==> src/rtl/cpu_stage_ctrl.sv <==
// Purpose  : multicycle stage sequencer for the CPU core. Walks each instruction
//            through IF/ID/EX/MEM/WB, skipping stages by opcode class.
// Latency  : zero-wait memory, IFETCH entry to retire pulse: ALU 4, BR 3, LD 5, ST 4.
// Backpressure: stall freezes every register except the retire pulse. Memory
//            handshakes are req/ack; an ack that arrives while stalled is dropped.
//
// Ports
//   clk, rst_n           clock, asynchronous active-low reset
//   stall                global freeze (ignored in TRAP)
//   imem_req/ack/rdata   instruction fetch handshake, rdata sampled with ack
//   dmem_req/we/ack      data access handshake, we=1 for stores
//   instr                latched instruction word
//   stage                one-hot {WB,MEM,EX,ID,IF}, 0 in IDLE/TRAP
//   reg_we               register-file write strobe (WRITEBACK)
//   retire, retire_count completion pulse and saturating completion counter
//   trap, trap_cause     trap flag and cause (01 illegal op, 10 mem timeout)
//   trap_clr             leave TRAP and resume fetching
module cpu_stage_ctrl #(
   parameter int INSTR_WIDTH = 32,
   parameter int OP_WIDTH    = 6,
   parameter int MEM_TIMEOUT = 16,
   parameter int CNT_WIDTH   = 16
) (
   input  logic                   clk,
   input  logic                   rst_n,
   input  logic                   stall,
   output logic                   imem_req,
   input  logic                   imem_ack,
   input  logic [INSTR_WIDTH-1:0] imem_rdata,
   output logic                   dmem_req,
   output logic                   dmem_we,
   input  logic                   dmem_ack,
   output logic [INSTR_WIDTH-1:0] instr,
   output logic [4:0]             stage,
   output logic                   reg_we,
   output logic                   retire,
   output logic [CNT_WIDTH-1:0]   retire_count,
   output logic                   trap,
   output logic [1:0]             trap_cause,
   input  logic                   trap_clr
);

   // The timeout counter only ever needs to hold 0 .. MEM_TIMEOUT-1.
   localparam int TO_WIDTH = (MEM_TIMEOUT > 2) ? $clog2(MEM_TIMEOUT) : 1;
   localparam logic [TO_WIDTH-1:0] TO_LAST =
      TO_WIDTH'((MEM_TIMEOUT > 0) ? (MEM_TIMEOUT - 1) : 0);
   localparam logic [CNT_WIDTH-1:0] CNT_MAX = '1;

   // Opcode values are zero-extended into the OP_WIDTH field.
   localparam logic [OP_WIDTH-1:0] OP_ADD = OP_WIDTH'(6'h00);
   localparam logic [OP_WIDTH-1:0] OP_SUB = OP_WIDTH'(6'h01);
   localparam logic [OP_WIDTH-1:0] OP_AND = OP_WIDTH'(6'h02);
   localparam logic [OP_WIDTH-1:0] OP_OR  = OP_WIDTH'(6'h03);
   localparam logic [OP_WIDTH-1:0] OP_BEQ = OP_WIDTH'(6'h04);
   localparam logic [OP_WIDTH-1:0] OP_J   = OP_WIDTH'(6'h05);
   localparam logic [OP_WIDTH-1:0] OP_LW  = OP_WIDTH'(6'h23);
   localparam logic [OP_WIDTH-1:0] OP_SW  = OP_WIDTH'(6'h2B);

   typedef enum logic [2:0] {
      S_IDLE      = 3'd0,
      S_IFETCH    = 3'd1,
      S_DECODE    = 3'd2,
      S_EXECUTE   = 3'd3,
      S_MEMORY    = 3'd4,
      S_WRITEBACK = 3'd5,
      S_TRAP      = 3'd6
   } state_t;

   typedef enum logic [2:0] {
      CLS_ILL = 3'd0,
      CLS_ALU = 3'd1,
      CLS_BR  = 3'd2,
      CLS_LD  = 3'd3,
      CLS_ST  = 3'd4
   } op_cls_t;

   state_t                 state_q, state_d;
   logic [INSTR_WIDTH-1:0] instr_q, instr_d;
   logic [1:0]             trap_cause_q, trap_cause_d;
   logic [TO_WIDTH-1:0]    to_cnt_q, to_cnt_d;
   logic                   retire_q, retire_d;
   logic [CNT_WIDTH-1:0]   retire_count_q, retire_count_d;

   logic [OP_WIDTH-1:0]    opcode;
   op_cls_t                op_cls;
   logic                   complete;

   // ------------------------------------------------------------------
   // Opcode classification of the latched instruction. Used in DECODE to
   // pick the route, and again in EXECUTE/MEMORY so no class register is
   // needed (instr is frozen for the whole instruction).
   // ------------------------------------------------------------------
   assign opcode = instr_q[INSTR_WIDTH-1 -: OP_WIDTH];

   always_comb begin
      op_cls = CLS_ILL;
      case (opcode)
         OP_ADD, OP_SUB, OP_AND, OP_OR: op_cls = CLS_ALU;
         OP_BEQ, OP_J:                  op_cls = CLS_BR;
         OP_LW:                         op_cls = CLS_LD;
         OP_SW:                         op_cls = CLS_ST;
         default:                       op_cls = CLS_ILL;
      endcase
   end

   // ------------------------------------------------------------------
   // Next-state logic. Every transition except leaving TRAP is gated by
   // !stall, which also drops any ack seen during a stalled cycle.
   // ------------------------------------------------------------------
   always_comb begin
      state_d        = state_q;
      instr_d        = instr_q;
      trap_cause_d   = trap_cause_q;
      to_cnt_d       = to_cnt_q;
      complete       = 1'b0;

      unique case (state_q)
         S_IDLE: begin
            if (!stall) begin
               state_d = S_IFETCH;
            end
         end

         S_IFETCH: begin
            if (!stall && imem_ack) begin
               instr_d = imem_rdata;
               state_d = S_DECODE;
            end
         end

         S_DECODE: begin
            if (!stall) begin
               if (op_cls == CLS_ILL) begin
                  state_d      = S_TRAP;
                  trap_cause_d = 2'b01;
               end else begin
                  state_d = S_EXECUTE;
               end
            end
         end

         S_EXECUTE: begin
            if (!stall) begin
               case (op_cls)
                  CLS_ALU:         state_d = S_WRITEBACK;
                  CLS_LD, CLS_ST:  state_d = S_MEMORY;
                  default: begin
                     // Branches finish here; illegal ops never reach EXECUTE.
                     state_d  = S_IFETCH;
                     complete = 1'b1;
                  end
               endcase
            end
         end

         S_MEMORY: begin
            if (!stall) begin
               if (dmem_ack) begin
                  // Ack takes priority over a timeout in the same cycle.
                  to_cnt_d = '0;
                  if (op_cls == CLS_ST) begin
                     state_d  = S_IFETCH;
                     complete = 1'b1;
                  end else begin
                     state_d = S_WRITEBACK;
                  end
               end else if ((MEM_TIMEOUT != 0) && (to_cnt_q == TO_LAST)) begin
                  // This is the MEM_TIMEOUT-th cycle without an ack.
                  to_cnt_d     = '0;
                  state_d      = S_TRAP;
                  trap_cause_d = 2'b10;
               end else begin
                  to_cnt_d = to_cnt_q + TO_WIDTH'(1);
               end
            end
         end

         S_WRITEBACK: begin
            if (!stall) begin
               state_d  = S_IFETCH;
               complete = 1'b1;
            end
         end

         S_TRAP: begin
            // Stall does not hold the core in TRAP.
            if (trap_clr) begin
               state_d      = S_IFETCH;
               trap_cause_d = 2'b00;
            end
         end

         default: begin
            state_d = S_IDLE;
         end
      endcase

      // Retire is the registered image of the completing transition, so it
      // lasts exactly one cycle even if stall rises right after.
      retire_d = complete;
      if (complete && (retire_count_q != CNT_MAX)) begin
         retire_count_d = retire_count_q + CNT_WIDTH'(1);
      end else begin
         retire_count_d = retire_count_q;
      end
   end

   // ------------------------------------------------------------------
   // State registers
   // ------------------------------------------------------------------
   always_ff @(posedge clk or negedge rst_n) begin
      if (!rst_n) begin
         state_q        <= S_IDLE;
         instr_q        <= '0;
         trap_cause_q   <= 2'b00;
         to_cnt_q       <= '0;
         retire_q       <= 1'b0;
         retire_count_q <= '0;
      end else begin
         state_q        <= state_d;
         instr_q        <= instr_d;
         trap_cause_q   <= trap_cause_d;
         to_cnt_q       <= to_cnt_d;
         retire_q       <= retire_d;
         retire_count_q <= retire_count_d;
      end
   end

   // ------------------------------------------------------------------
   // Moore outputs, decoded from registers only. Because the state is
   // frozen during a stall, the req strobes naturally hold their value.
   // ------------------------------------------------------------------
   always_comb begin
      stage    = 5'b00000;
      imem_req = 1'b0;
      dmem_req = 1'b0;
      dmem_we  = 1'b0;
      reg_we   = 1'b0;
      trap     = 1'b0;

      unique case (state_q)
         S_IFETCH:    begin stage = 5'b00001; imem_req = 1'b1; end
         S_DECODE:    begin stage = 5'b00010; end
         S_EXECUTE:   begin stage = 5'b00100; end
         S_MEMORY: begin
            stage    = 5'b01000;
            dmem_req = 1'b1;
            dmem_we  = (op_cls == CLS_ST);
         end
         S_WRITEBACK: begin stage = 5'b10000; reg_we = 1'b1; end
         S_TRAP:      begin trap = 1'b1; end
         default:     begin stage = 5'b00000; end
      endcase
   end

   assign instr        = instr_q;
   assign retire       = retire_q;
   assign retire_count = retire_count_q;
   assign trap_cause   = trap_cause_q;

endmodule

==> config.mk <==
export PLATFORM = sky130hd
export DESIGN_NAME = cpu_stage_ctrl
export DESIGN_NICKNAME = d
export VERILOG_FILES = /design/src/rtl/cpu_stage_ctrl.sv
export SDC_FILE = /design/constraint.sdc
export NUM_CORES = 1
export LEC_CHECK = 0
export CAP_MARGIN = 10
export CORE_UTILIZATION = 27
export DETAILED_ROUTE_END_ITERATION = 6
export PLACE_DENSITY_LB_ADDON = 0.25
export REMOVE_ABC_BUFFERS = 1
export SYNTH_ARGS = -nofsm -noshare
export SYNTH_HDL_FRONTEND = slang
export SYNTH_SLANG_ARGS = --single-unit
==> constraint.sdc <==
create_clock -name clk -period 2.6 [get_ports clk]
set_clock_uncertainty 0.2 [all_clocks]
set_input_delay 0.26 -clock clk [delete_from_list [all_inputs] [get_ports clk]]
set_output_delay 0.26 -clock clk [all_outputs]
set_load 0.02 [all_outputs]
**After elaboration in Yosys (flattened, before gate mapping)**

Cells that the tools add are included.

- Register bits: 58
- Input bits: 38
- Logic and storage cells: 88

- Muxes and demuxes: 35
- Eq/ne operators: 28
- $add $sub $neg: 2
- Reductions and logical operators: 16
- Bitwise operators: 1

Operators with widths:

| kind | number |
|---|---|
| $mux 3 | 10 |
| $pmux 5 s5 | 1 |
| $ne 2x2->1 const B | 9 |
| $pmux 3 s6 | 1 |
| $add 16x1->16 const B | 1 |
| $ne 16x16->1 const B | 1 |
| $reduce_and 7->1 | 2 |
| $eq 3x3->1 const B | 4 |
| $eq 6x2->1 const B | 2 |
| $eq 6x3->1 const B | 2 |
| $eq 6x6->1 const B | 2 |
| $mux 2 | 6 |
| $pmux 3 s4 | 1 |
| $mux 1 | 11 |
| $eq 3x2->1 const B | 3 |
| $mux 4 | 2 |
| $eq 3x1->1 const B | 2 |
| $eq 6x1->1 const B | 1 |
| $logic_not 3->1 | 2 |
| $logic_not 6->1 | 1 |
| $pmux 2 s3 | 1 |
| $pmux 3 s2 | 1 |
| $reduce_or 2->1 | 3 |
| $add 4x1->4 const B | 1 |
| other kinds (10) | 12 |

**Depth between registers and ports, before layout**

- Depth in word-level cells: 9
- Mapped depth: 8

**Worst setup path after synthesis**

No wires, ideal clock.

- Path type: reg-to-reg
- From: register state_q[1]
- To: register instr_q[15] (netlist: instr[15])
- Required time: 2.272 ns
- Setup time: 0.128 ns
- Path buffers: 2
- Period minus slack after synthesis: 1.956 ns
- Data arrival time: 1.628 ns
- Stages on the path, launching flop included: 7
- Setup slack: 0.644 ns
- Cells stage by stage: dfrtp_1 buf_4 inv_2 and3_1 nand3b_1 buf_2 mux2_1

- Longest elaborated chain between the ends: 2

RTL lines:

| element | RTL line | text |
|---|---|---|
| start: declaration | 77 | `state_t state_q, state_d;` |
| start signal: assignment | 220 | `state_q <= state_d;` |
| $eq 3x1->1 | 117 | `unique case (state_q)` |
| $reduce_and 2->1 (no source line) | -- |  |
| end signal: assignment | 221 | `instr_q <= instr_d;` |
| end: declaration | 78 | `logic [INSTR_WIDTH-1:0] instr_q, instr_d;` |

Every way passes these cells.
A chain may end at the register's enable or synchronous reset.

**Worst setup path in the final report**

- From: register state_q[1]
- To: output stage[3]

- Longest elaborated chain between the ends: 2
- Elaborated cells on any way between the ends: 6
- Those cells by class: eq/ne: 5; mux: 1

RTL lines:

| element | RTL line | text |
|---|---|---|
| $eq 3x3->1, or another cell as far along | 241 | `unique case (state_q)` |
| $pmux 5 s5 * | 241 |  |
| end: declaration | 34 | `output logic [4:0] stage,` |

Mark *: on every way between the ends. The rest lies on a longest branch, timed or not.

==> results.rst <==
.. list-table::
   :header-rows: 1

   * - Metric
     - Value
   * - Max stage delay cell, worst path
     - sky130_fd_sc_hd__clkdlybuf4s50_1
   * - Number of buffers added for setup after CTS
     - 0
   * - Die span in y
     - 104 µm
   * - Synth Area in Compound Gates
     - 0.0805
   * - Result of the run
     - finished, final reports clean
   * - XOR/XNOR Fraction of Synth Area
     - 0.0376
   * - Multiplexer share of the synthesized area
     - 0.167
   * - Final period util
     - 0.948
   * - Worst Setup Path Type
     - reg2out
   * - TritonCTS sink count
     - 58
   * - Tot GR Track Use
     - 0.132
   * - Count of yosys warnings during synthesis
     - 0
   * - Mean area per synthesized cell
     - 11.9 µm²
   * - CTS tree
     - done
   * - List of cells traversed by the critical path
     - inv_2 > ha_1 > nor3_1 > clkdlybuf4s50_1
   * - Arrival time reported for the critical path endpoint
     - 2010 ps
   * - Number of buffers added by the clock tree synthesis step
     - 9
   * - Antenna cells
     - 0
   * - Initial antenna violation count
     - 0
   * - DRC violation count after routing
     - 0
   * - Cells after DPL
     - 463
   * - Commonest non-fill, non-tap cell in the layout
     - sky130_fd_sc_hd__clkdlybuf4s50_1
   * - Highest achievable clock rate
     - 0.406 GHz
   * - Relative area change from synthesis to final layout
     - 49.3%
   * - Initial core utilization
     - 0.282
   * - Clock period minus worst slack
     - 2470 ps
   * - Capturing element type of the critical path
     - output pin
   * - Power per cell area
     - 1050 mW/mm²
   * - Core Box Area
     - 0.00991 mm²
   * - Type of the most critical hold path
     - reg2reg
   * - Area of the mapped netlist
     - 0.00280 mm²
   * - Worst-Skew Late Latency
     - 330 ps
   * - Overall die width
     - 104 µm
   * - Setup slack after placement
     - 186 ps
   * - CTS root buffer
     - sky130_fd_sc_hd__clkbuf_8
   * - Routed Antenna Nets
     - 0
   * - Sequential element share of the synthesized area
     - 0.519
   * - Clock transition at path regs
     - 70 ps
   * - Adder-cell share of the synthesized area
     - 0.0179
   * - Number of filler instances in the final layout
     - 970
   * - H-tree levels
     - 3
   * - Startpoint kind of the worst setup timing path
     - register
   * - Pin count of the biggest net entering global routing
     - 34
   * - Final weighted congestion of routability-driven global placement
     - 0.806
   * - Relative slew margins
     - 0.503
   * - Nets@finish
     - 384
   * - Total of endpoints with negative setup slack in the final report
     - 0
   * - Global-route wire length before repair
     - 11300 µm
   * - Count of max-cap constraint violations
     - 0
   * - Share of layout cells above drive strength 1
     - 0.115
   * - Dominant combinational cell family by area after synthesis
     - multiplexers
   * - Slew Viols, Final
     - 0
   * - Total I/O pin count
     - 99
   * - Required time reported for the critical path endpoint
     - 2140 ps
   * - CP max FO
     - 12
   * - First-iteration detailed-routing DRC count
     - 81
   * - Number of detailed-routing iterations run before antenna repair
     - 4
   * - Utilization of the core after routing
     - 0.422
   * - Clock Path Buffers
     - 2
   * - Number of input and output port buffers inserted
     - 98
   * - Number of global-route vias before repair
     - 2198
   * - Worst path max stage delay
     - 630 ps
   * - Number of standard cells in the final layout excluding fillers
     - 480
   * - Share of synthesized cell area in and, or, nand and nor gates
     - 0.144
   * - Mapped Cells
     - 236
   * - Number of distinct standard cells referenced by the synthesized netlist
     - 42
   * - Number of storage elements in the synthesis netlist
     - 58
   * - Commonest cells after routing, fill and taps aside
     - sky130_fd_sc_hd__clkdlybuf4s50_1, sky130_fd_sc_hd__dfrtp_1, sky130_fd_sc_hd__mux2_1
   * - Actual slew at the worst max-slew pin
     - 746 ps
   * - Worst VDD drop
     - 533 µV
   * - Routed vias
     - 2241
   * - Die Outline Area
     - 0.0108 mm²
   * - Pleak
     - 1.73 nW
   * - Unrepaired setup endpoints after global routing
     - false
   * - Residual overflow from global routing
     - 0
   * - Hold_ws
     - 285 ps
   * - Worst setup slack after layout
     - 135 ps
   * - Detailed-route vias per instance
     - 4.67
   * - Final hold vios
     - 0
   * - # rows
     - 36
   * - WL final
     - 6650 µm
   * - DPL Wire Length
     - 4800 µm
   * - Wire length per cell after detailed routing
     - 13.8 µm
-- routing by layer --
metal / track usage / up-vias / routed length [µm]
met4: 0.0459 / 0 / 100
li1: - / 1059 / -
met5: 0 / - / 0
met2: 0.200 / 66 / 3090
met3: 0.0447 / 9 / 378
met1: 0.174 / 1107 / 3080
-- area by class of cell --
| cell class | count | area, µm² | share of cell area |
|---|---|---|---|
| Tap cell | 133 | 166 | 0.0398 |
| Inverter | 4 | 15.0 | 0.00359 |
| Timing Repair Buffer | 107 | 1070 | 0.257 |
| Multi-Input combinational cell | 162 | 1250 | 0.299 |
| Clock inverter | 5 | 77.6 | 0.0186 |
| Sequential cell | 58 | 1450 | 0.348 |
| Clock buffer | 11 | 141 | 0.0338 |
-- flip-flops by register name, summed over array words and instances (netlist names) --
signal        count
instr            32
retire_count     16
to_cnt_q          4
state_q           3
trap_cause        2
retire            1
-- metrics by stage --
step                total power [W]  setup TNS, ps  area [µm²]
global placement            0.00350              0        3940
CTS                         0.00448              0        4170
global route                0.00467              0        4180
floorplan                   0.00253         -11880        2720
finish                      0.00440              0        4180
detailed placement          0.00352              0        3940
-- worst paths after layout --
check                                              from                           to  slack [ps]  cells after the start
max in group asynchronous                         rst_n       state_q[1]$_DFFE_PN0P_        1240                      3
worst max-delay path             state_q[1]$_DFFE_PN0P_                     stage[3]         130                      4
worst min register to register  to_cnt_q[3]$_DFFE_PN0P_      to_cnt_q[3]$_DFFE_PN0P_         290                      1
worst min-delay path            to_cnt_q[3]$_DFFE_PN0P_      to_cnt_q[3]$_DFFE_PN0P_         290                      1
min in group asynchronous                         rst_n  retire_count[9]$_DFFE_PN0P_         340                      2
worst max register to register   state_q[0]$_DFFE_PN0P_    trap_cause[1]$_DFFE_PN0P_         370                      6
-- logic make-up (layout without fill, tap and decap cells) --
group | count (synthesis) | count (layout)
multiplexers | 41 | 41
flip-flops | 58 | 58
XOR/XNOR | 12 | 12
AO/OA/AOI/OAI | 29 | 29
AND/OR/NAND/NOR | 76 | 76
buffers and inverters | 16 | 127
adder cells (fa/ha/maj) | 4 | 4
-- synth_stat cells, drive strengths merged --
cell type   n  share of area
nand3b      2         0.0054
o21ai      11          0.024
ha          4          0.018
and2b       1         0.0027
a22oi       1         0.0027
and4        1         0.0031
or3         2         0.0045
xnor2      12          0.038
dfrtp      58           0.52
o311ai      1         0.0058
nand4       7          0.016
mux2       39           0.16
buf        11          0.028
clkbuf      1         0.0013
nor3        5         0.0089
nand2b      7          0.018
o221ai      1         0.0031
mux2i       2         0.0072
o32ai       1         0.0031
a2111oi     1         0.0031
o41ai       1         0.0031
and3        9          0.020
a41oi       1         0.0031
o22ai       2         0.0067
nand3      14          0.025
and2        3         0.0067
o21a        1         0.0027
o211ai      1         0.0076
a21o        2         0.0054
nand2      12          0.016
nor2       13          0.017
a21oi       4         0.0072
a31o        1         0.0031
inv         4         0.0054
-- report_power, final --
| group | switching, W | internal, W | leakage (nW) |
|---|---|---|---|
| Combinational | 0.000959 | 0.00101 | 0.898 |
| Clock | 0.000364 | 0.000563 | 0.109 |
| Sequential | 0.000271 | 0.00123 | 0.718 |
| Total | 0.00159 | 0.00281 | 1.73 |
-- repair_timing --
item	CTS	global route
gates resized for setup	1	2
endpoints found under the hold margin	29	0
endpoints found under the setup margin	3	3
hold buffers	1	0
-- worst max-delay path: cells and delay by family (launching register included) --
kind                       cells  cell delay, ps
DFF                            1             470
buffers and inverters          2             710
adders and majority gates      1             310
and+or+nand+nor                1             190
(Power assumes the default switching activity.)
